File: config.mk
export PLATFORM = sky130hd
export DESIGN_NAME = px_pack_fifo_flat
export DESIGN_NICKNAME = d
export VERILOG_FILES = /design/src/rtl/px_pack_fifo_pkg.sv /design/src/rtl/px_pack_fifo_if.sv /design/src/rtl/px_pack_fifo_sync_fifo.sv /design/src/rtl/px_pack_fifo.sv /design/src/flat_wrapper.sv
export SDC_FILE = /design/constraint.sdc
export NUM_CORES = 1
export LEC_CHECK = 0
export CAP_MARGIN = 0
export CORE_MARGIN = 3
export CORE_UTILIZATION = 58
export DETAILED_ROUTE_END_ITERATION = 10
export GPL_TIMING_DRIVEN = 0
export MAX_ROUTING_LAYER = met4
export PLACE_DENSITY = 0.75
export SKIP_CTS_REPAIR_TIMING = 1
export SLEW_MARGIN = 20
export SYNTH_ARGS = -nofsm -noshare
export SYNTH_HDL_FRONTEND = slang
export SYNTH_SLANG_ARGS = --single-unit
File: constraint.sdc
create_clock -name clk -period 4.1 [get_ports clk]
set_input_delay 0.82 -clock clk [delete_from_list [all_inputs] [get_ports clk]]
set_output_delay 0.82 -clock clk [all_outputs]
set_load 0.02 [all_outputs]
File: src/rtl/px_pack_fifo_pkg.sv
// Shared types and helpers for the pixel packer.
// State enum, lanes-per-word derivation and strobe mask builder.
package conv_pkg;

  typedef enum logic [1:0] {
    IDLE,
    RUN,
    DRAIN
  } pack_state_t;

  localparam int unsigned STRB_MAX = 64;

  function automatic int ppw_of(
    input int pix_w,
    input int word_w
  );
    return word_w / pix_w;
  endfunction

  function automatic logic [STRB_MAX-1:0] strb_for_lanes(
    input int unsigned n
  );
    logic [STRB_MAX-1:0] m;
    m = '0;
    for (int unsigned i = 0; i < STRB_MAX; i++)
      m[i] = (i < n);
    return m;
  endfunction

endpackage

File: src/rtl/px_pack_fifo_if.sv
// Pixel stream in, packed word stream out.
// slave = packer side, master = driver/consumer side.
interface px_pack_fifo_if #(
  parameter int PIX_W  = 8,
  parameter int WORD_W = 32
);
  localparam int PPW = conv_pkg::ppw_of(PIX_W, WORD_W);

  logic              valid_in;
  logic [PIX_W-1:0]  px_in;
  logic              out_valid;
  logic              out_ready;
  logic [WORD_W-1:0] out_data;
  logic [PPW-1:0]    out_strb;
  logic              out_last;

  modport slave (
    input  valid_in,
    input  px_in,
    input  out_ready,
    output out_valid,
    output out_data,
    output out_strb,
    output out_last
  );

  modport master (
    output valid_in,
    output px_in,
    output out_ready,
    input  out_valid,
    input  out_data,
    input  out_strb,
    input  out_last
  );

endinterface

File: src/rtl/px_pack_fifo_sync_fifo.sv
// Show-ahead synchronous FIFO with occupancy count.
// A write while full is taken only when a read happens the same cycle.
module sync_fifo #(
  parameter int W     = 8,
  parameter int DEPTH = 16
) (
  input  logic                   clk,
  input  logic                   rstn,
  input  logic                   wr_en,
  input  logic [W-1:0]           wr_data,
  input  logic                   rd_en,
  output logic [W-1:0]           rd_data,
  output logic                   full,
  output logic                   empty,
  output logic [$clog2(DEPTH):0] count
);
  localparam int AW = $clog2(DEPTH);

  logic [W-1:0]  mem [DEPTH];
  logic [AW-1:0] wptr;
  logic [AW-1:0] rptr;
  logic          do_wr;
  logic          do_rd;

  assign empty   = (count == '0);
  assign full    = (count == (AW+1)'(DEPTH));
  assign do_rd   = rd_en && !empty;
  assign do_wr   = wr_en && (!full || do_rd);
  assign rd_data = empty ? '0 : mem[rptr];

  always_ff @(posedge clk) begin
    if (!rstn) begin
      wptr  <= '0;
      rptr  <= '0;
      count <= '0;
    end else begin
      if (do_wr)
        wptr <= wptr + 1'b1;
      if (do_rd)
        rptr <= rptr + 1'b1;
      if (do_wr && !do_rd)
        count <= count + 1'b1;
      else if (!do_wr && do_rd)
        count <= count - 1'b1;
    end
  end

  always_ff @(posedge clk) begin
    if (do_wr)
      mem[wptr] <= wr_data;
  end

endmodule

File: src/rtl/px_pack_fifo.sv
// Packs a pixel stream into bus words behind a small FIFO.
// Define PX_PACK_STATS_EN to add word_count / drop_count outputs.
module px_pack_fifo
  import conv_pkg::*;
#(
  parameter int PIX_W      = 8,
  parameter int WORD_W     = 32,
  parameter int FIFO_DEPTH = 16,
  parameter int FRAME_PIX  = 614400
) (
  input  logic          clk,
  input  logic          rstn,
  input  logic          start,
  px_pack_fifo_if.slave bus,
  output logic          busy,
  output logic          frame_done,
  output logic          overflow
`ifdef PX_PACK_STATS_EN
  ,
  output logic [31:0]   word_count,
  output logic [15:0]   drop_count
`endif
);
  localparam int PPW = ppw_of(PIX_W, WORD_W);
  localparam int LW  = (PPW > 1) ? $clog2(PPW) : 1;
  localparam int FW  = WORD_W + PPW + 1;
  localparam int CW  = $clog2(FIFO_DEPTH) + 1;

  pack_state_t       state;
  pack_state_t       state_d;
  logic [31:0]       pcnt;
  logic [LW-1:0]     lane;
  logic [WORD_W-1:0] sh;
  logic [WORD_W-1:0] word;
  logic [PPW-1:0]    strb;
  logic              px_fire;
  logic              is_last;
  logic              push;
  logic              push_ok;
  logic              drop;
  logic              pop;
  logic              done_d;
  logic              full;
  logic              empty;
  logic [CW-1:0]     count;
  logic [FW-1:0]     rd_data;

  assign px_fire = (state == RUN) && bus.valid_in;
  assign is_last = (pcnt == 32'(FRAME_PIX - 1));
  assign push    = px_fire &&
                   (is_last || lane == LW'(PPW - 1));
  assign pop     = !empty && bus.out_ready;
  assign push_ok = push && (!full || pop);
  assign drop    = push && !push_ok;
  assign strb    = PPW'(strb_for_lanes(32'(lane) + 32'd1));
  assign busy    = (state != IDLE);

  // Lanes above the current one are already zero in sh.
  always_comb begin
    word = sh;
    word[lane*PIX_W +: PIX_W] = bus.px_in;
  end

  always_comb begin
    state_d = state;
    done_d  = 1'b0;
    unique case (state)
      IDLE:
        if (start)
          state_d = RUN;
      RUN:
        if (px_fire && is_last)
          state_d = DRAIN;
      DRAIN:
        if (empty || (count == CW'(1) && pop)) begin
          state_d = IDLE;
          done_d  = 1'b1;
        end
      default:
        state_d = IDLE;
    endcase
  end

  always_ff @(posedge clk) begin
    if (!rstn) begin
      state      <= IDLE;
      pcnt       <= '0;
      lane       <= '0;
      sh         <= '0;
      overflow   <= 1'b0;
      frame_done <= 1'b0;
    end else begin
      state      <= state_d;
      frame_done <= done_d;
      if (state == IDLE && start) begin
        pcnt     <= '0;
        lane     <= '0;
        sh       <= '0;
        overflow <= 1'b0;
      end else if (px_fire) begin
        pcnt <= pcnt + 32'd1;
        lane <= push ? '0 : lane + 1'b1;
        sh   <= push ? '0 : word;
        if (drop)
          overflow <= 1'b1;
      end
    end
  end

`ifdef PX_PACK_STATS_EN
  always_ff @(posedge clk) begin
    if (!rstn || (state == IDLE && start)) begin
      word_count <= '0;
      drop_count <= '0;
    end else begin
      if (pop)
        word_count <= word_count + 32'd1;
      if (drop && drop_count != 16'hFFFF)
        drop_count <= drop_count + 16'd1;
    end
  end
`endif

  sync_fifo #(
    .W     (FW),
    .DEPTH (FIFO_DEPTH)
  ) u_fifo (
    .clk     (clk),
    .rstn    (rstn),
    .wr_en   (push),
    .wr_data ({is_last, strb, word}),
    .rd_en   (pop),
    .rd_data (rd_data),
    .full    (full),
    .empty   (empty),
    .count   (count)
  );

  assign {bus.out_last, bus.out_strb, bus.out_data} = rd_data;
  assign bus.out_valid = !empty;

endmodule

File: src/flat_wrapper.sv
// flat-port wrapper written by rule: the top's interface ports become plain ports
module px_pack_fifo_flat import conv_pkg::*;
#(
  parameter int PIX_W      = 8,
  parameter int WORD_W     = 32,
  parameter int FIFO_DEPTH = 16,
  parameter int FRAME_PIX  = 614400
)
  (clk, rstn, start, busy, frame_done, overflow, bus_valid_in, bus_px_in, bus_out_ready, bus_out_valid, bus_out_data, bus_out_strb, bus_out_last);
  px_pack_fifo_if #(.PIX_W(PIX_W), .WORD_W(WORD_W)) bus_i ();
  input  logic clk;
  input  logic rstn;
  input  logic start;
  output logic busy;
  output logic frame_done;
  output logic overflow;
  input wire logic [$bits(bus_i.valid_in)-1:0] bus_valid_in;
  input wire logic [$bits(bus_i.px_in)-1:0] bus_px_in;
  input wire logic [$bits(bus_i.out_ready)-1:0] bus_out_ready;
  output wire logic [$bits(bus_i.out_valid)-1:0] bus_out_valid;
  output wire logic [$bits(bus_i.out_data)-1:0] bus_out_data;
  output wire logic [$bits(bus_i.out_strb)-1:0] bus_out_strb;
  output wire logic [$bits(bus_i.out_last)-1:0] bus_out_last;
  assign bus_i.valid_in = bus_valid_in;
  assign bus_i.px_in = bus_px_in;
  assign bus_i.out_ready = bus_out_ready;
  assign bus_out_valid = bus_i.out_valid;
  assign bus_out_data = bus_i.out_data;
  assign bus_out_strb = bus_i.out_strb;
  assign bus_out_last = bus_i.out_last;
  px_pack_fifo #(.PIX_W(PIX_W), .WORD_W(WORD_W), .FIFO_DEPTH(FIFO_DEPTH), .FRAME_PIX(FRAME_PIX)) u_core (.clk(clk), .rstn(rstn), .start(start), .bus(bus_i), .busy(busy), .frame_done(frame_done), .overflow(overflow));
endmodule
-- After elaboration in Yosys (flattened, before gate mapping)
Memories as Yosys holds them, arrays and structs flattened. A register that Yosys moved wholly into a read port is not among the register bits.
Index checks and enable logic that the tools add are counted.
- bits in latches: 0
- word-level logic and storage cells: 78
- input bits: 13
- bits in registers: 83
- output and inout bits: 41
- bits in writable memories: 592
- memories: 1
- bits in read-only memories: 0
- bitwise logic cells: 1
- reduce and logical (&&, ||, !) cells: 29
- order comparisons: 4
- div/mod/pow operators: 0
- equal/unequal tests: 9
- multiply operators: 0
- $add $sub $neg: 8
- muxes and demuxes: 15
- shifts and indexed selects: 2
- memories (memory ; words ; width ; read ports ; clocked after memory_dff ; write ports ; line ; RTL):
    u_core.u_fifo.mem ; 16 ; 37 ; 1 ; 1 ; 1 ; px_pack_fifo_sync_fifo.sv:19 ; logic [W-1:0] mem [DEPTH];
- operator list (operator ; count):
    1-bit by 32-bit < comparator with 1-bit output (first input constant) ; 2
    2-bit by 32-bit < comparator with 1-bit output (first input constant) ; 2
    37-bit two-way mux ; 1
    5-bit negator with 34-bit output ; 1
    8-bit by 34-bit variable shift with 32-bit output (first input constant) ; 1
    8-bit by 34-bit variable part select with 32-bit output ; 1
    32-bit by 1-bit adder with 32-bit output (second input constant) ; 1
    32-bit bitwise mux ; 1
    32-bit by 20-bit equality test with 1-bit output (second input constant) ; 1
    32-bit two-way mux ; 1
    1-bit logical AND ; 12
    5-bit two-way mux ; 2
    4-bit by 1-bit adder with 4-bit output (second input constant) ; 2
    2-bit two-way mux ; 4
    4-bit two-way mux ; 2
    2-bit one-hot mux with 3 select lines ; 1
    5-bit by 1-bit adder with 5-bit output (second input constant) ; 1
    5-bit by 1-bit equality test with 1-bit output (second input constant) ; 1
    5-bit equality test (second input constant) ; 1
    1-bit logical NOT ; 5
    5-bit logical NOT ; 1
    5-bit by 1-bit subtractor with 5-bit output (second input constant) ; 1
    2-bit equality test (second input constant) ; 2
    1-bit logical OR ; 4
    12 further kinds ; 17

-- Longest topological paths before layout
- word-level depth: 10
- gate-level depth with buffers: 12
- gate-level depth less buffers: 11

-- Cells and area by module
From an unflattened synthesis, not the netlist that was laid out.
- cell total of the unflattened synthesis: 1408
- area, all modules: 26844.5 µm²
- modules (own cells, without submodules) (module ; instances ; seq. area each (µm²) ; cells each ; area each (µm²)):
    sync_fifo ; 1 ; 18117.4 ; 1018 ; 23379.9
    px_pack_fifo ; 1 ; 1401.3 ; 390 ; 3464.6

-- Least setup slack after synthesis
No wires, ideal clock.
- path type: input port to flip-flop
- start: in bus_valid_in
- end: mem u_core.u_fifo.mem[11][0] (netlist bit) (enable)
- buffers on the path: 1
- setup slack: 1072 ps
- required time: 3702 ps
- cell stages on the path: 5
- arrival time: 2630 ps
- setup time: 398 ps
- cell sequence: nand3b_1 > nor3_4 > a21o_2 > buf_4 > and3_1
- longest elaborated chain between the ends: 5
- RTL lines (element ; line ; RTL):
    from (decl) ; flat_wrapper.sv:17 ; input wire logic [$bits(bus_i.valid_in)-1:0] bus_valid_in;
    1-bit logical AND ; px_pack_fifo.sv:48 ; assign px_fire = (state == RUN) && bus.valid_in;
    1-bit logical AND ; px_pack_fifo.sv:50 ; assign push = px_fire &&
    1-bit logical AND ; px_pack_fifo_sync_fifo.sv:28 ; assign do_wr = wr_en && (!full || do_rd);
    via u_core.u_fifo.do_wr ; px_pack_fifo_sync_fifo.sv:22 ; logic do_wr;
    1-bit two-way mux ; px_pack_fifo_sync_fifo.sv:49 ; if (do_wr)
    1-bit two-way mux (not written as such) ; px_pack_fifo_sync_fifo.sv:50 ; mem[wptr] <= wr_data;
    to (decl) ; px_pack_fifo_sync_fifo.sv:19 ;
The timed path passes the listed nets, and every way through them passes these cells.

==> flow_summary.rst <==
.. list-table::
   :header-rows: 1

   * - Metric
     - Value
   * - Outcome
     - finished clean
   * - Area of combinational cells with multiple inputs
     - between 6000 and 7000 um^2
   * - Total of buffers placed on input and output ports
     - 52
   * - Initial antenna violation count
     - 1
   * - Peak supply drop
     - 0.350 mV
   * - Hold violation total from the final report
     - 0
   * - Critical path start-end classification
     - register to output port
   * - Startpoint of the most critical hold path
     - u_core.sh[12]
   * - Total routing usage reported by global routing
     - 0.261
   * - Core occupancy in the finished layout
     - 0.673
   * - Unique masters post-synth
     - 54
   * - Most frequent standard cell in the layout excluding fill and tap cells
     - sky130_fd_sc_hd__edfxtp_1
   * - Highest-count cells in the layout ignoring fill and taps
     - sky130_fd_sc_hd__edfxtp_1 (592), sky130_fd_sc_hd__mux4_2 (148), sky130_fd_sc_hd__dfxtp_1 (87)
   * - Kind of start point of the critical path
     - register
   * - Post-layout instance count excluding filler cells
     - ~2200
   * - Violation count after the first detailed-route iteration
     - about 1400
   * - Reg clk slew, reported paths
     - 0.06 ns
   * - Average wire per cell in the routed design
     - 27.6 um
   * - Class of the tightest hold or removal check
     - register to register
   * - RD Place Congestion
     - 0.832
   * - CTS sink cnt
     - 679
   * - Maximum number of pins on one net before global-route repair
     - 38
   * - Proportion of synthesized chip area in sequential cells
     - 0.730
   * - Post-route worst setup slack
     - 0.0577 ns
   * - Crit path arrival time
     - 3.22 ns
   * - First-pass GRT wire length
     - between 80000 and 90000 um
   * - Area post-placement
     - 28300 um^2
   * - Horizontal die dimension
     - 221 um
   * - Post-place setup slack
     - around 0.037 ns
   * - Setup slack, reg-to-reg
     - roughly 0.75 ns
   * - Number of warning messages in the yosys log
     - 0
   * - Setup_tns
     - 0 ns
   * - Cell at the root of the clock tree
     - sky130_fd_sc_hd__clkbuf_16
   * - Register bit count reported by yosys
     - 679
   * - Detailed-route wire length
     - 60600 um
   * - Fraction of final layout cells sized beyond drive strength 1
     - 0.227
   * - Pwr dens
     - about 540 nW/um^2
   * - WHS Path Cells
     - 1
   * - Power, Total
     - between 15 and 20 mW
   * - Count of filler cells inserted in the layout
     - 2966
   * - Total overflow reported by the global router
     - 0
   * - Count of pins on the block boundary
     - 54
   * - Max Cap Violations
     - 0
   * - Number of nets still failing antenna checks after routing
     - 0
   * - Final Max Slew Viols
     - 0
   * - Worst Reg2Reg Path Length in Cells
     - 6
   * - Gate count after technology mapping
     - 1411
   * - Syn-to-layout area delta
     - 14.4%
   * - Number of global-route vias before repair
     - 14500
   * - Starting utilization of the core area
     - 0.588
   * - Headroom to the max-slew limit
     - 0.264
   * - Cell area after layout
     - 30600 um^2
   * - Share of flip-flops with an asynchronous set or reset after synthesis
     - 0
   * - Count of flip-flops with a built-in enable after synthesis
     - 592
   * - Final HPWL DP
     - 34600 um
   * - Worst-skew pair later-pin latency
     - between 0.6 and 0.7 ns
   * - Total vias in the final route
     - around 14000
   * - Num CTS Buffers
     - 66
   * - DR vias/cell
     - 6.40
   * - Dominant synthesized flop cell
     - sky130_fd_sc_hd__edfxtp_1
   * - CTS tree
     - yes
   * - H-Tree Depth
     - 3
   * - Number of rows in the core area
     - 78
   * - Final nets
     - 1578
   * - Mean Syn Cell Area
     - roughly 19 um^2
   * - Placeable core region
     - 45500 um^2
   * - Setup Skew
     - around 0.027 ns
   * - Total die area
     - 48700 um^2
   * - Reg2reg start
     - u_core.lane[0]
   * - Placed Cells
     - 2080
   * - Setup repair after global routing missed its margin
     - true
   * - DRC violation count after routing
     - 0
   * - Detailed-routing iteration count for the pre-antenna-repair pass
     - 5
   * - Final-layout worst hold slack
     - 0.477 ns
   * - Worst-path fanout max
     - 10
   * - Mapped Area
     - 26700 um^2
   * - Total nets after synthesis
     - 1442
   * - Setup violations, final
     - 0
   * - CP endpoint kind
     - output port
   * - Worst path required time
     - 3.28 ns
   * - Static Leakage
     - approximately 10 nW
   * - FMAX
     - 247 MHz
   * - Least-Margin Pin Slew
     - approximately 1.1 ns
   * - Final period utilization
     - 0.986
   * - Time the worst path needs with I/O delays and setup
     - 4.04 ns
   * - Storage element area
     - ~20000 um^2
   * - Worst Hold Endpoint
     - u_core.sh[12]
   * - Reg-to-Reg End
     - u_core.u_fifo.mem[11][23]
   * - Die span in y
     - approximately 220 um
   * - Bufs on Longest Clock Path
     - 3
-- routing by layer --
layer  up-vias  global-route usage  wire length, um
met3        97              0.0472             5070
li1       6010                   -                -
met5         -                   -                0
met4         0              0.0770             1290
met1      7298               0.351            23700
met2       671               0.417            30500
-- cell usage after synthesis, types with 18 or more instances --
cell / number / area share
sky130_fd_sc_hd__and3_1: 20 / 0.0047
sky130_fd_sc_hd__clkbuf_1: 37 / 0.0052
sky130_fd_sc_hd__mux4_2: 148 / 0.12
sky130_fd_sc_hd__nor2_1: 32 / 0.0045
sky130_fd_sc_hd__dfxtp_1: 87 / 0.065
sky130_fd_sc_hd__edfxtp_1: 592 / 0.66
sky130_fd_sc_hd__mux2i_1: 76 / 0.028
sky130_fd_sc_hd__nand2_1: 47 / 0.0066
sky130_fd_sc_hd__o21ai_0: 44 / 0.0082
sky130_fd_sc_hd__ha_1: 18 / 0.0084
sky130_fd_sc_hd__buf_2: 18 / 0.0034
sky130_fd_sc_hd__xor2_1: 19 / 0.0062
sky130_fd_sc_hd__o22ai_1: 37 / 0.0087
sky130_fd_sc_hd__inv_1: 35 / 0.0049
sky130_fd_sc_hd__a22o_1: 40 / 0.013
-- state kept, by name, indices dropped and copies added (netlist names), named ones only --
register,cells
u_core.u_fifo.mem,592
u_core.pcnt,32
u_core.sh,32
u_core.u_fifo.count,5
u_core.u_fifo.rptr,4
u_core.u_fifo.wptr,4
u_core.lane,2
u_core.state,2
u_core.frame_done,1
u_core.overflow,1
-- worst max-delay path by stage --
| stage | to | depth (start not counted) |
|---|---|---|
| after floorplan | u_core.u_fifo.mem[11][0] | 5 |
| after global placement | u_core.u_fifo.mem[15][16] | 6 |
| after detailed placement | bus_out_data[2] | 6 |
| after CTS | bus_out_data[2] | 6 |
| after global routing | bus_out_data[17] | 7 |
| final | bus_out_data[7] | 7 |
-- power breakdown --
| part | internal [mW] | switching [mW] |
|---|---|---|
| clock | 3.53 | 2.55 |
| combinational | 1.30 | 1.54 |
| sequential | 7.48 | 0.0298 |
-- cell families (layout without fill, tap and decap cells) --
group,after synthesis,after routing,synth area share
flops,679,679,0.730
mux,225,225,0.154
simple gates,205,205,0.0452
compound gates,151,151,0.0371
buf+inv,107,293,0.0171
xor+xnor,26,26,0.00852
fa+ha+maj,18,18,0.00842
other cells,0,1,0
-- worst max-delay path: stages, from the launching register on --
cell and delay, ns:
sky130_fd_sc_hd__dfxtp_1 0.30, sky130_fd_sc_hd__clkbuf_1 0.17, sky130_fd_sc_hd__clkbuf_4 0.31, sky130_fd_sc_hd__clkbuf_4 0.37, sky130_fd_sc_hd__mux4_2 0.55, sky130_fd_sc_hd__mux2i_1 0.22
sky130_fd_sc_hd__o22ai_1 0.13, sky130_fd_sc_hd__clkdlybuf4s50_1 0.56
-- final cells by class --
class / count / area share
sequential: 679 / 0.638
multi-input combinational: 625 / 0.224
clock buffer: 83 / 0.0592
tap: 600 / 0.0245
timing repair buffer: 69 / 0.0245
buffer: 70 / 0.0133
clock inverter: 35 / 0.0116
inverter: 36 / 0.00442
antenna: 1 / 0.0000818
(Power assumes the default switching activity.)
